`src/rtl/uart_cmd_pkg.sv`:
```
// Shared constants and types for the UART command sequencer.
// Holds ASCII codes, FSM state encoding, range limits and the byte decoder.
package uart_cmd_pkg;

    localparam logic [7:0] CH_R  = 8'h72;
    localparam logic [7:0] CH_S  = 8'h73;
    localparam logic [7:0] CH_C  = 8'h63;
    localparam logic [7:0] CH_M  = 8'h6d;
    localparam logic [7:0] CH_D  = 8'h64;
    localparam logic [7:0] CH_SU = 8'h53;
    localparam logic [7:0] CH_MU = 8'h4d;
    localparam logic [7:0] CH_HU = 8'h48;
    localparam logic [7:0] CH_T  = 8'h54;
    localparam logic [7:0] CH_0  = 8'h30;
    localparam logic [7:0] CH_9  = 8'h39;

    localparam logic [2:0] S_IDLE      = 3'd0;
    localparam logic [2:0] S_FETCH     = 3'd1;
    localparam logic [2:0] S_EXEC      = 3'd2;
    localparam logic [2:0] S_SET_WAIT  = 3'd3;
    localparam logic [2:0] S_SET_FETCH = 3'd4;
    localparam logic [2:0] S_SET_CHECK = 3'd5;

    localparam logic [6:0] HOUR_MAX   = 7'd23;
    localparam logic [6:0] MINSEC_MAX = 7'd59;

    typedef enum logic [2:0] {
        ST_IDLE      = S_IDLE,
        ST_FETCH     = S_FETCH,
        ST_EXEC      = S_EXEC,
        ST_SET_WAIT  = S_SET_WAIT,
        ST_SET_FETCH = S_SET_FETCH,
        ST_SET_CHECK = S_SET_CHECK
    } state_e;

    typedef struct packed {
        logic run;
        logic stop;
        logic clear;
        logic mode;
        logic disp;
        logic sec_plus;
        logic min_plus;
        logic hour_plus;
    } cmd_pulse_t;

    // One-hot decode of a single-character command; all zero if unknown.
    function automatic cmd_pulse_t decode_cmd(input logic [7:0] b);
        cmd_pulse_t c;
        c = '0;
        case (b)
            CH_R:    c.run       = 1'b1;
            CH_S:    c.stop      = 1'b1;
            CH_C:    c.clear     = 1'b1;
            CH_M:    c.mode      = 1'b1;
            CH_D:    c.disp      = 1'b1;
            CH_SU:   c.sec_plus  = 1'b1;
            CH_MU:   c.min_plus  = 1'b1;
            CH_HU:   c.hour_plus = 1'b1;
            default: c = '0;
        endcase
        return c;
    endfunction

    function automatic logic is_digit(input logic [7:0] b);
        return (b >= CH_0) && (b <= CH_9);
    endfunction

endpackage

```
`src/rtl/uart_cmd_sequencer_if.sv`:
```
// RX FIFO read port between the FIFO and the command sequencer.
// master: sequencer (issues rx_pop); slave: FIFO (drives rx_empty/rx_data).
interface uart_cmd_sequencer_if;

    logic       rx_empty;
    logic [7:0] rx_data;
    logic       rx_pop;

    modport master (
        input  rx_empty,
        input  rx_data,
        output rx_pop
    );

    modport slave (
        output rx_empty,
        output rx_data,
        input  rx_pop
    );

endinterface

```
`src/rtl/uart_cmd_sequencer_set_time_checker.sv`:
```
// Combinational hhmmss assembler and range check for the set-time command.
// In: six BCD digits (d0 = hour tens). Out: hour/min/sec and in-range flag.
module set_time_checker
    import uart_cmd_pkg::*;
(
    input  logic [5:0][3:0] i_digits,
    output logic [4:0]      o_hour,
    output logic [5:0]      o_min,
    output logic [5:0]      o_sec,
    output logic            o_ok
);

    logic [6:0] hour7;
    logic [6:0] min7;
    logic [6:0] sec7;

    function automatic logic [6:0] two_digit(
        input logic [3:0] tens,
        input logic [3:0] units
    );
        return ({3'b000, tens} * 7'd10) + {3'b000, units};
    endfunction

    always_comb begin
        hour7  = two_digit(i_digits[0], i_digits[1]);
        min7   = two_digit(i_digits[2], i_digits[3]);
        sec7   = two_digit(i_digits[4], i_digits[5]);
        o_ok   = (hour7 <= HOUR_MAX) && (min7 <= MINSEC_MAX) &&
                 (sec7 <= MINSEC_MAX);
        o_hour = hour7[4:0];
        o_min  = min7[5:0];
        o_sec  = sec7[5:0];
    end

endmodule

```
`src/rtl/uart_cmd_sequencer.sv`:
```
// Drains the UART RX FIFO and turns bytes into control pulses / set-time loads.
// Ports: i_clk, i_rst_n, rx (FIFO read port), command pulses, set outputs, o_err, o_busy.
module uart_cmd_sequencer
    import uart_cmd_pkg::*;
#(
    parameter int unsigned TIMEOUT_CYC = 100_000_000
) (
    input  logic                 i_clk,
    input  logic                 i_rst_n,
    uart_cmd_sequencer_if.master rx,
    output logic                 o_run,
    output logic                 o_stop,
    output logic                 o_clear,
    output logic                 o_mode,
    output logic                 o_display_mode,
    output logic                 o_sec_plus,
    output logic                 o_min_plus,
    output logic                 o_hour_plus,
    output logic                 o_set_valid,
    output logic [4:0]           o_set_hour,
    output logic [5:0]           o_set_min,
    output logic [5:0]           o_set_sec,
    output logic                 o_err,
    output logic                 o_busy
);

    localparam int unsigned TMR_W = $clog2(TIMEOUT_CYC);
    localparam logic [TMR_W-1:0] TMR_LAST = TMR_W'(TIMEOUT_CYC - 1);

    state_e          state_q, state_d;
    logic [7:0]      byte_q, byte_d;
    cmd_pulse_t      cmd_q, cmd_d;
    logic            set_valid_q, set_valid_d;
    logic            err_q, err_d;
    logic [4:0]      hour_q, hour_d;
    logic [5:0]      min_q, min_d;
    logic [5:0]      sec_q, sec_d;
    logic [2:0]      cnt_q, cnt_d;
    logic [5:0][3:0] digits_q, digits_d;
    logic [TMR_W-1:0] timer_q, timer_d;

    logic             pop;
    logic [TMR_W-1:0] timer_inc;
    cmd_pulse_t       cmd_dec;
    logic [4:0]       chk_hour;
    logic [5:0]       chk_min;
    logic [5:0]       chk_sec;
    logic             chk_ok;

    set_time_checker u_chk (
        .i_digits (digits_q),
        .o_hour   (chk_hour),
        .o_min    (chk_min),
        .o_sec    (chk_sec),
        .o_ok     (chk_ok)
    );

    always_comb begin
        state_d     = state_q;
        byte_d      = byte_q;
        cmd_d       = '0;
        set_valid_d = 1'b0;
        err_d       = 1'b0;
        hour_d      = hour_q;
        min_d       = min_q;
        sec_d       = sec_q;
        cnt_d       = cnt_q;
        digits_d    = digits_q;
        timer_d     = timer_q;
        pop         = 1'b0;
        // Timer counts cycles since the last pop; it stops one short of
        // TIMEOUT_CYC because the abort fires as that value is reached.
        timer_inc   = timer_q + 1'b1;
        cmd_dec     = decode_cmd(rx.rx_data);

        unique case (state_q)
            ST_IDLE: begin
                if (!rx.rx_empty && i_rst_n) begin
                    pop     = 1'b1;
                    state_d = ST_FETCH;
                end
            end
            ST_FETCH: begin
                // Pulses are registered here so they show up during EXEC.
                byte_d  = rx.rx_data;
                cmd_d   = cmd_dec;
                err_d   = (cmd_dec == '0) && (rx.rx_data != CH_T);
                state_d = ST_EXEC;
            end
            ST_EXEC: begin
                if (byte_q == CH_T) begin
                    cnt_d   = '0;
                    timer_d = '0;
                    state_d = ST_SET_WAIT;
                end else begin
                    state_d = ST_IDLE;
                end
            end
            ST_SET_WAIT: begin
                // A byte arriving on the expiry cycle still wins.
                if (!rx.rx_empty && i_rst_n) begin
                    pop     = 1'b1;
                    timer_d = '0;
                    state_d = ST_SET_FETCH;
                end else if (timer_inc == TMR_LAST) begin
                    err_d   = 1'b1;
                    cnt_d   = '0;
                    timer_d = '0;
                    state_d = ST_IDLE;
                end else begin
                    timer_d = timer_inc;
                end
            end
            ST_SET_FETCH: begin
                if (!is_digit(rx.rx_data)) begin
                    err_d   = 1'b1;
                    cnt_d   = '0;
                    timer_d = '0;
                    state_d = ST_IDLE;
                end else begin
                    for (int i = 0; i < 6; i++) begin
                        if (cnt_q == 3'(i)) begin
                            digits_d[i] = rx.rx_data[3:0];
                        end
                    end
                    cnt_d   = cnt_q + 3'd1;
                    timer_d = timer_inc;
                    if (cnt_q == 3'd5) begin
                        state_d = ST_SET_CHECK;
                    end else begin
                        state_d = ST_SET_WAIT;
                    end
                end
            end
            ST_SET_CHECK: begin
                if (chk_ok) begin
                    hour_d      = chk_hour;
                    min_d       = chk_min;
                    sec_d       = chk_sec;
                    set_valid_d = 1'b1;
                end else begin
                    err_d = 1'b1;
                end
                cnt_d   = '0;
                timer_d = '0;
                state_d = ST_IDLE;
            end
            default: begin
                state_d = ST_IDLE;
            end
        endcase
    end

    always_ff @(posedge i_clk) begin
        if (!i_rst_n) begin
            state_q     <= ST_IDLE;
            byte_q      <= '0;
            cmd_q       <= '0;
            set_valid_q <= 1'b0;
            err_q       <= 1'b0;
            hour_q      <= '0;
            min_q       <= '0;
            sec_q       <= '0;
            cnt_q       <= '0;
            digits_q    <= '0;
            timer_q     <= '0;
        end else begin
            state_q     <= state_d;
            byte_q      <= byte_d;
            cmd_q       <= cmd_d;
            set_valid_q <= set_valid_d;
            err_q       <= err_d;
            hour_q      <= hour_d;
            min_q       <= min_d;
            sec_q       <= sec_d;
            cnt_q       <= cnt_d;
            digits_q    <= digits_d;
            timer_q     <= timer_d;
        end
    end

    assign rx.rx_pop        = pop;
    assign o_run            = cmd_q.run;
    assign o_stop           = cmd_q.stop;
    assign o_clear          = cmd_q.clear;
    assign o_mode           = cmd_q.mode;
    assign o_display_mode   = cmd_q.disp;
    assign o_sec_plus       = cmd_q.sec_plus;
    assign o_min_plus       = cmd_q.min_plus;
    assign o_hour_plus      = cmd_q.hour_plus;
    assign o_set_valid      = set_valid_q;
    assign o_set_hour       = hour_q;
    assign o_set_min        = min_q;
    assign o_set_sec        = sec_q;
    assign o_err            = err_q;
    assign o_busy           = (state_q != ST_IDLE);

endmodule

```
`src/flat_wrapper.sv`:
```
// flat-port wrapper written by rule: the top's interface ports become plain ports
module uart_cmd_sequencer_flat import uart_cmd_pkg::*;
#(
    parameter int unsigned TIMEOUT_CYC = 100_000_000
)
  (i_clk, i_rst_n, o_run, o_stop, o_clear, o_mode, o_display_mode, o_sec_plus, o_min_plus, o_hour_plus, o_set_valid, o_set_hour, o_set_min, o_set_sec, o_err, o_busy, rx_rx_empty, rx_rx_data, rx_rx_pop);
  uart_cmd_sequencer_if rx_i ();
  input  logic i_clk;
  input  logic i_rst_n;
  output logic o_run;
  output logic o_stop;
  output logic o_clear;
  output logic o_mode;
  output logic o_display_mode;
  output logic o_sec_plus;
  output logic o_min_plus;
  output logic o_hour_plus;
  output logic o_set_valid;
  output logic [4:0] o_set_hour;
  output logic [5:0] o_set_min;
  output logic [5:0] o_set_sec;
  output logic o_err;
  output logic o_busy;
  input wire logic [$bits(rx_i.rx_empty)-1:0] rx_rx_empty;
  input wire logic [$bits(rx_i.rx_data)-1:0] rx_rx_data;
  output wire logic [$bits(rx_i.rx_pop)-1:0] rx_rx_pop;
  assign rx_i.rx_empty = rx_rx_empty;
  assign rx_i.rx_data = rx_rx_data;
  assign rx_rx_pop = rx_i.rx_pop;
  uart_cmd_sequencer #(.TIMEOUT_CYC(TIMEOUT_CYC)) u_core (.i_clk(i_clk), .i_rst_n(i_rst_n), .rx(rx_i), .o_run(o_run), .o_stop(o_stop), .o_clear(o_clear), .o_mode(o_mode), .o_display_mode(o_display_mode), .o_sec_plus(o_sec_plus), .o_min_plus(o_min_plus), .o_hour_plus(o_hour_plus), .o_set_valid(o_set_valid), .o_set_hour(o_set_hour), .o_set_min(o_set_min), .o_set_sec(o_set_sec), .o_err(o_err), .o_busy(o_busy));
endmodule
```
`config.mk`:
```
export PLATFORM = sky130hd
export DESIGN_NAME = uart_cmd_sequencer_flat
export DESIGN_NICKNAME = d
export VERILOG_FILES = /design/src/rtl/uart_cmd_pkg.sv /design/src/rtl/uart_cmd_sequencer_if.sv /design/src/rtl/uart_cmd_sequencer_set_time_checker.sv /design/src/rtl/uart_cmd_sequencer.sv /design/src/flat_wrapper.sv
export SDC_FILE = /design/constraint.sdc
export NUM_CORES = 1
export LEC_CHECK = 0
export CAP_MARGIN = 25
export CORE_MARGIN = 5
export CORE_UTILIZATION = 54
export DETAILED_ROUTE_END_ITERATION = 8
export PLACE_DENSITY = 0.77
export SLEW_MARGIN = 25
export SYNTH_ARGS = -nofsm -noshare
export SYNTH_HDL_FRONTEND = slang
export SYNTH_SLANG_ARGS = --single-unit
```
`constraint.sdc`:
```
create_clock -name i_clk -period 3.6 [get_ports i_clk]
set_clock_uncertainty 0.15 [all_clocks]
set_input_delay 1.08 -clock i_clk [delete_from_list [all_inputs] [get_ports i_clk]]
set_output_delay 1.08 -clock i_clk [all_outputs]
set_load 0.1 [all_outputs]
```
---- Yosys cells after proc, flatten, opt, wreduce, memory -nomap -nowiden ----
Cells that the tools add are included.
storage, ports and cells
  logic and storage cells ................. 118
  register bits ........................... 92
  bits of input ports ..................... 11
operators by class
  multiplexer cells ....................... 32
  add/sub/neg operators ................... 5
  multiply operators ...................... 3
  $lt $le $gt $ge ......................... 5
  reductions and logical operators ........ 24
  equal/unequal tests ..................... 26
operators with widths
  cell                                                               number
  two-way mux 27 bit                                                 4
  case mux 27 bit (4 select lines)                                   1
  == test 8 x 7 -> 1 bit, second input constant                      9
  adder 27 x 1 -> 27 bit, second input constant                      1
  == test 27 bit, second input constant                              1
  two-way mux 3 bit                                                  8
  adder 7 x 4 -> 7 bit                                               3
  multiplier 4 x 3 -> 6 bit, second input constant                   3
  AND reduction 3 bit                                                6
  two-way mux 1 bit                                                  15
  case mux 3 bit (5 select lines)                                    1
  <= comparator 7 x 6 -> 1 bit, second input constant                2
  == test 3 x 2 -> 1 bit, second input constant                      4
  == test 3 bit, second input constant                               4
  case mux 3 bit (4 select lines)                                    1
  AND reduction 2 bit                                                5
  greater-or-equal comparator 8 x 6 -> 1 bit, second input constant  1
  <= comparator 8 x 6 -> 1 bit, second input constant                1
  logical NOT 8 bit                                                  1
  != test 8 x 7 -> 1 bit, second input constant                      1
  <= comparator 7 x 5 -> 1 bit, second input constant                1
  == test 3 x 1 -> 1 bit, second input constant                      2
  logical NOT 3 bit                                                  2
  != test 2 x 1 -> 1 bit, second input constant                      3
  11 further kinds                                                   15

---- Longest topological paths before layout ----
  depth in word-level cells ............... 7
  mapped depth ............................ 14

---- Cells and area by module ----
Synthesis repeated with hierarchy kept, for this count alone.
second synthesis, totals
  cells, all modules ...................... 648
  area, all modules ....................... 5253.8 um2
by module, submodules not included
  module              area each (um2)  cells an instance  instances
  uart_cmd_sequencer  4535.6           566                1
  set_time_checker    718.2            82                 1

---- Least setup slack after synthesis ----
No wires, ideal clock.
  kind .................................... reg-to-output
  from .................................... register u_core.state_q[2]
  to ...................................... output rx_rx_pop
  arrival time ............................ 2804 ps
  data required time ...................... 2370 ps
  stages on the path, launching flop included .. 4
  slack ................................... -434 ps
  cells stage by stage .................... dfxtp_1 > clkbuf_1 > or3_1 > a21oi_1
between the ends
  cells in the longest elaborated chain, start to end .. 3
RTL lines
  element                                                      RTL line                   text
  start: declaration                                           uart_cmd_sequencer.sv:30   state_e state_q, state_d;
  start signal: assignment                                     uart_cmd_sequencer.sv:168  state_q <= state_d;
  == test 3 x 2 -> 1 bit or logical NOT 3 bit (tied branches)  uart_cmd_sequencer.sv:76   unique case (state_q)
  OR reduction 2 bit (no line) (*)                             --
  two-way mux 1 bit (*)                                        --
  end: declaration                                             flat_wrapper.sv:26         output wire logic [$bits(rx_i.rx_pop)-1:0] rx_rx_pop;
Every way passes the cells marked *; elsewhere a longest branch is shown, timed or not.

---- Worst setup path in the final report ----
  from .................................... register u_core.digits_q[11] (netlist name)
  to ...................................... register u_core.min_q[4], in the netlist u_core.o_set_min[4]
between the ends
  cells in the longest elaborated chain, start to end .. 6
RTL lines
  element                         RTL line                                   text
  start: declaration              uart_cmd_sequencer.sv:39                   logic [5:0][3:0] digits_q, digits_d;
  start signal: assignment        uart_cmd_sequencer.sv:177                  digits_q <= digits_d;
  multiplier 4 x 3 -> 6 bit (*)   uart_cmd_sequencer_set_time_checker.sv:21  return ({3'b000, tens} * 7'd10) + {3'b000, units};
  adder 7 x 4 -> 7 bit (*)        uart_cmd_sequencer_set_time_checker.sv:21
  <= comparator 7 x 6 -> 1 bit    uart_cmd_sequencer_set_time_checker.sv:28  o_ok = (hour7 <= HOUR_MAX) && (min7 <= MINSEC_MAX) &&
  logical AND 1 bit (2 in a row)  uart_cmd_sequencer_set_time_checker.sv:28
  AND reduction 2 bit (no line)   --
  end signal: assignment          uart_cmd_sequencer.sv:174                  min_q <= min_d;
  end: declaration                uart_cmd_sequencer.sv:36                   logic [5:0] min_q, min_d;
Marked as above.
A chain may end at the register's enable or synchronous reset.

==> reports/metrics.cfg <==
[synthesis]
yosysTopAreaCell=dfxtp_1
yosys.cell_count.top_type=dfxtp_1
yosysUniqueCellTypes=67
ys_warn_count=0
yosysTopAreaCellShare_pct=33.8
avgSynthCellArea_sq_um=8.47
yosys-top-cells-area=dfxtp_1, nand2_1, ha_1
synth_commonest_cells=dfxtp_1, nand2_1, nand3_1
synth_edf_count=0
netlist_area_sq_mm=0.00545
ys_async_sr_fraction_pct=0
ys_seq_area_share_pct=33.8
synth_fp_nets=685
syn_inst=643
ys.flop_type=dfxtp_1
ys_ff_latch=92

[grt]
grt_pass1_vias=4665
antenna_found_initial=0
use_met2_pct=32.9
grt_overflow=0
grt_usage_pct=20.0
grt_max_degree=67
met1_usage_pct=25.5
met3_usage_pct=4.70
top_usage_layer=met2
grt_pass1_wl_um=21000

[clock_tree]
clkSlewWorstSetupHoldPaths_ns=0.09
clk_latency_ns=0.37
clock-sinks=92
cts_hold_buf=0
cts_buffer_depth=2
cts-htree-levels=3
cts_tree=done
cts_root_buffer=clkbuf_8
numCtsBuffers=9

[floorplan]
core_area_sq_mm=0.00982
rows=36
dieArea_sq_mm=0.0122
die_h_um=110
die_x_um=110
initial_core_util_pct=55.5
io_pins=40

[layout]
fill_cells=853
antenna_cells=0
fin_nets=718
final_cells=814
drive_above_1_share_pct=14.8
final-seq-area_sq_mm=0.00185
multi_input_area_sq_mm=0.00338
area.growth.synth_to_final_pct=14.8
final_cell_area_sq_mm=0.00626

[place]
place.gp.congestion=0.868
portBuffers=39
dpl_cell_area_sq_mm=0.00592
placed_cells=792
hpwl_um=8620

[hold_path]
hold_path_class=flip-flop to flip-flop
hold_start=u_core.byte_q[6]

[routing]
drt_iter0_drc=300
wirelength_um=12300
viasPerCell=5.79
wire_per_inst_um=15.1
antenna_left=0
dr_total_vias=4709
drc_errors=0
drt_pass1_iterations=5

[pwr]
p_leak_nw=2.43
ir_worst_vdd_mv=0.226
powerDensity_mw_per_mm2=293

[worst_setup_path]
criticalPathCategory=flip-flop to flip-flop
crit_path_end_kind=flip-flop
cp_slowest_stage_delay_ns=0.48
cp-startpoint=u_core.digits_q[11]
cp_max_fo=5
crit_arrival_ns=3.55
cp_slowest_cell=fa_2
critPathLaunchType=flip-flop
path_common_cell=ha_4
worstPathRequired_ns=3.71
path_cells=ha_4 -> ha_4 -> inv_2 -> fa_2 -> and3_4 -> o211a_1 -> maj3_2 -> o21ai_2 -> and2_4 -> nor4bb_4 -> buf_4 -> clkbuf_16 -> mux2i_1 -> nor2b_1
r2r-start=u_core.digits_q[11]

[sta]
period_share_pct=95.4
hold_viol=0
fmax_ghz=0.291
fin_tns_setup_ns=0
tightest_slew_ns=0.570
period_needed_ns=3.44
finalSetupViolations=0
relSlewSlack_pct=62.0
slew_violations=0

[outcome]
outcome=finished, final reports clean

[flow_run]
drv_cap=0

## sequential cells by signal, summed over array words and instances (netlist names)
name / cells
u_core.o_set_min: 6
u_core.o_hour_plus: 1
u_core.o_set_sec: 6
u_core.o_set_hour: 5
u_core.o_mode: 1
u_core.o_set_valid: 1
u_core.o_err: 1
u_core.cnt_q: 3
u_core.o_clear: 1
u_core.state_q: 3
u_core.o_run: 1
u_core.o_sec_plus: 1
u_core.o_stop: 1
u_core.digits_q: 24
u_core.byte_q: 8
u_core.timer_q: 27
u_core.o_display_mode: 1
u_core.o_min_plus: 1
## metrics by stage
step / worst slack [ns] / total power [mW] / hold slack [ns] / utilization, %
global route: -0.0111 / 1.89 / 0.344 / 63.7
detailed placement: -0.0717 / 1.14 / 0.305 / 60.3
finish: 0.165 / 1.83 / 0.316 / 63.7
CTS: 0.00600 / 1.84 / 0.318 / 62.8
global placement: 0.105 / 1.14 / 0.301 / 60.3
floorplan: 0.0837 / 1.11 / 0.288 / -
## critical path, delay by kind of cell, from the launching register on
kind            cells  cell delay (ns)
fa+ha+maj           4             1.19
simple gates        4             0.69
buf+inv             3             0.40
flops               1             0.37
compound gates      2             0.36
mux                 1             0.18
## cell usage in the layout (no fill, tap or decap), drive strengths merged, types with 24 or more instances in the layout
cell type	count
a21boi	25
a21oi	26
buf	52
dfxtp	92
ha	25
inv	24
mux2i	27
nand2	87
nand3	40
nor2	25
nor2b	28
o21ai	27
## report_power, final
part,switching [mW],total (mW),internal [mW],leakage [nW]
registers,0.00320,1.02,1.02,0.743
clock network,0.368,0.711,0.343,0.0938
logic,0.0599,0.0976,0.0377,1.60
total,0.432,1.83,1.40,2.43
## worst paths after layout
path                               to  slack [ns]  depth (start not counted)
setup reg to reg  u_core.o_set_min[4]        0.16                         14
hold / removal       u_core.byte_q[6]        0.32                          2
setup / recovery  u_core.o_set_min[4]        0.16                         14
hold reg to reg      u_core.byte_q[6]        0.32                          2
## layout make-up
type                       instances  area share, %
inverter                          24           1.44
multi-input combinational        486           54.1
tap                              133           2.66
clock inverter                     3          0.740
clock buffer                      13           2.38
timing repair buffer              63           9.16
sequential                        92           29.5
## routing by layer
| layer | part of all wire, % | vias to the layer above |
|---|---|---|
| li1 | - | 2353 |
| met1 | 47 | 2210 |
| met2 | 46 | 121 |
| met3 | 4.7 | 25 |
| met4 | 2.2 | 0 |
| met5 | 0 | - |
## logic make-up (layout without fill, tap and decap cells)
logic type,Yosys count,in the layout,synth area share [%]
XOR/XNOR,21,21,3.38
multiplexers,28,28,5.17
AO/OA/AOI/OAI,132,132,16.2
flip-flops,92,92,33.8
AND/OR/NAND/NOR,272,272,27.9
buffers and inverters,65,103,5.24
adder cells (fa/ha/maj),33,33,8.31
## what timing repair did
action	CTS	global route
endpoints found under the setup margin	16	17
setup buffers	1	3
pin swaps	1	6
cloned	1	1
resized for setup	5	11
Note: power is estimated with default switching activity, not from simulation.
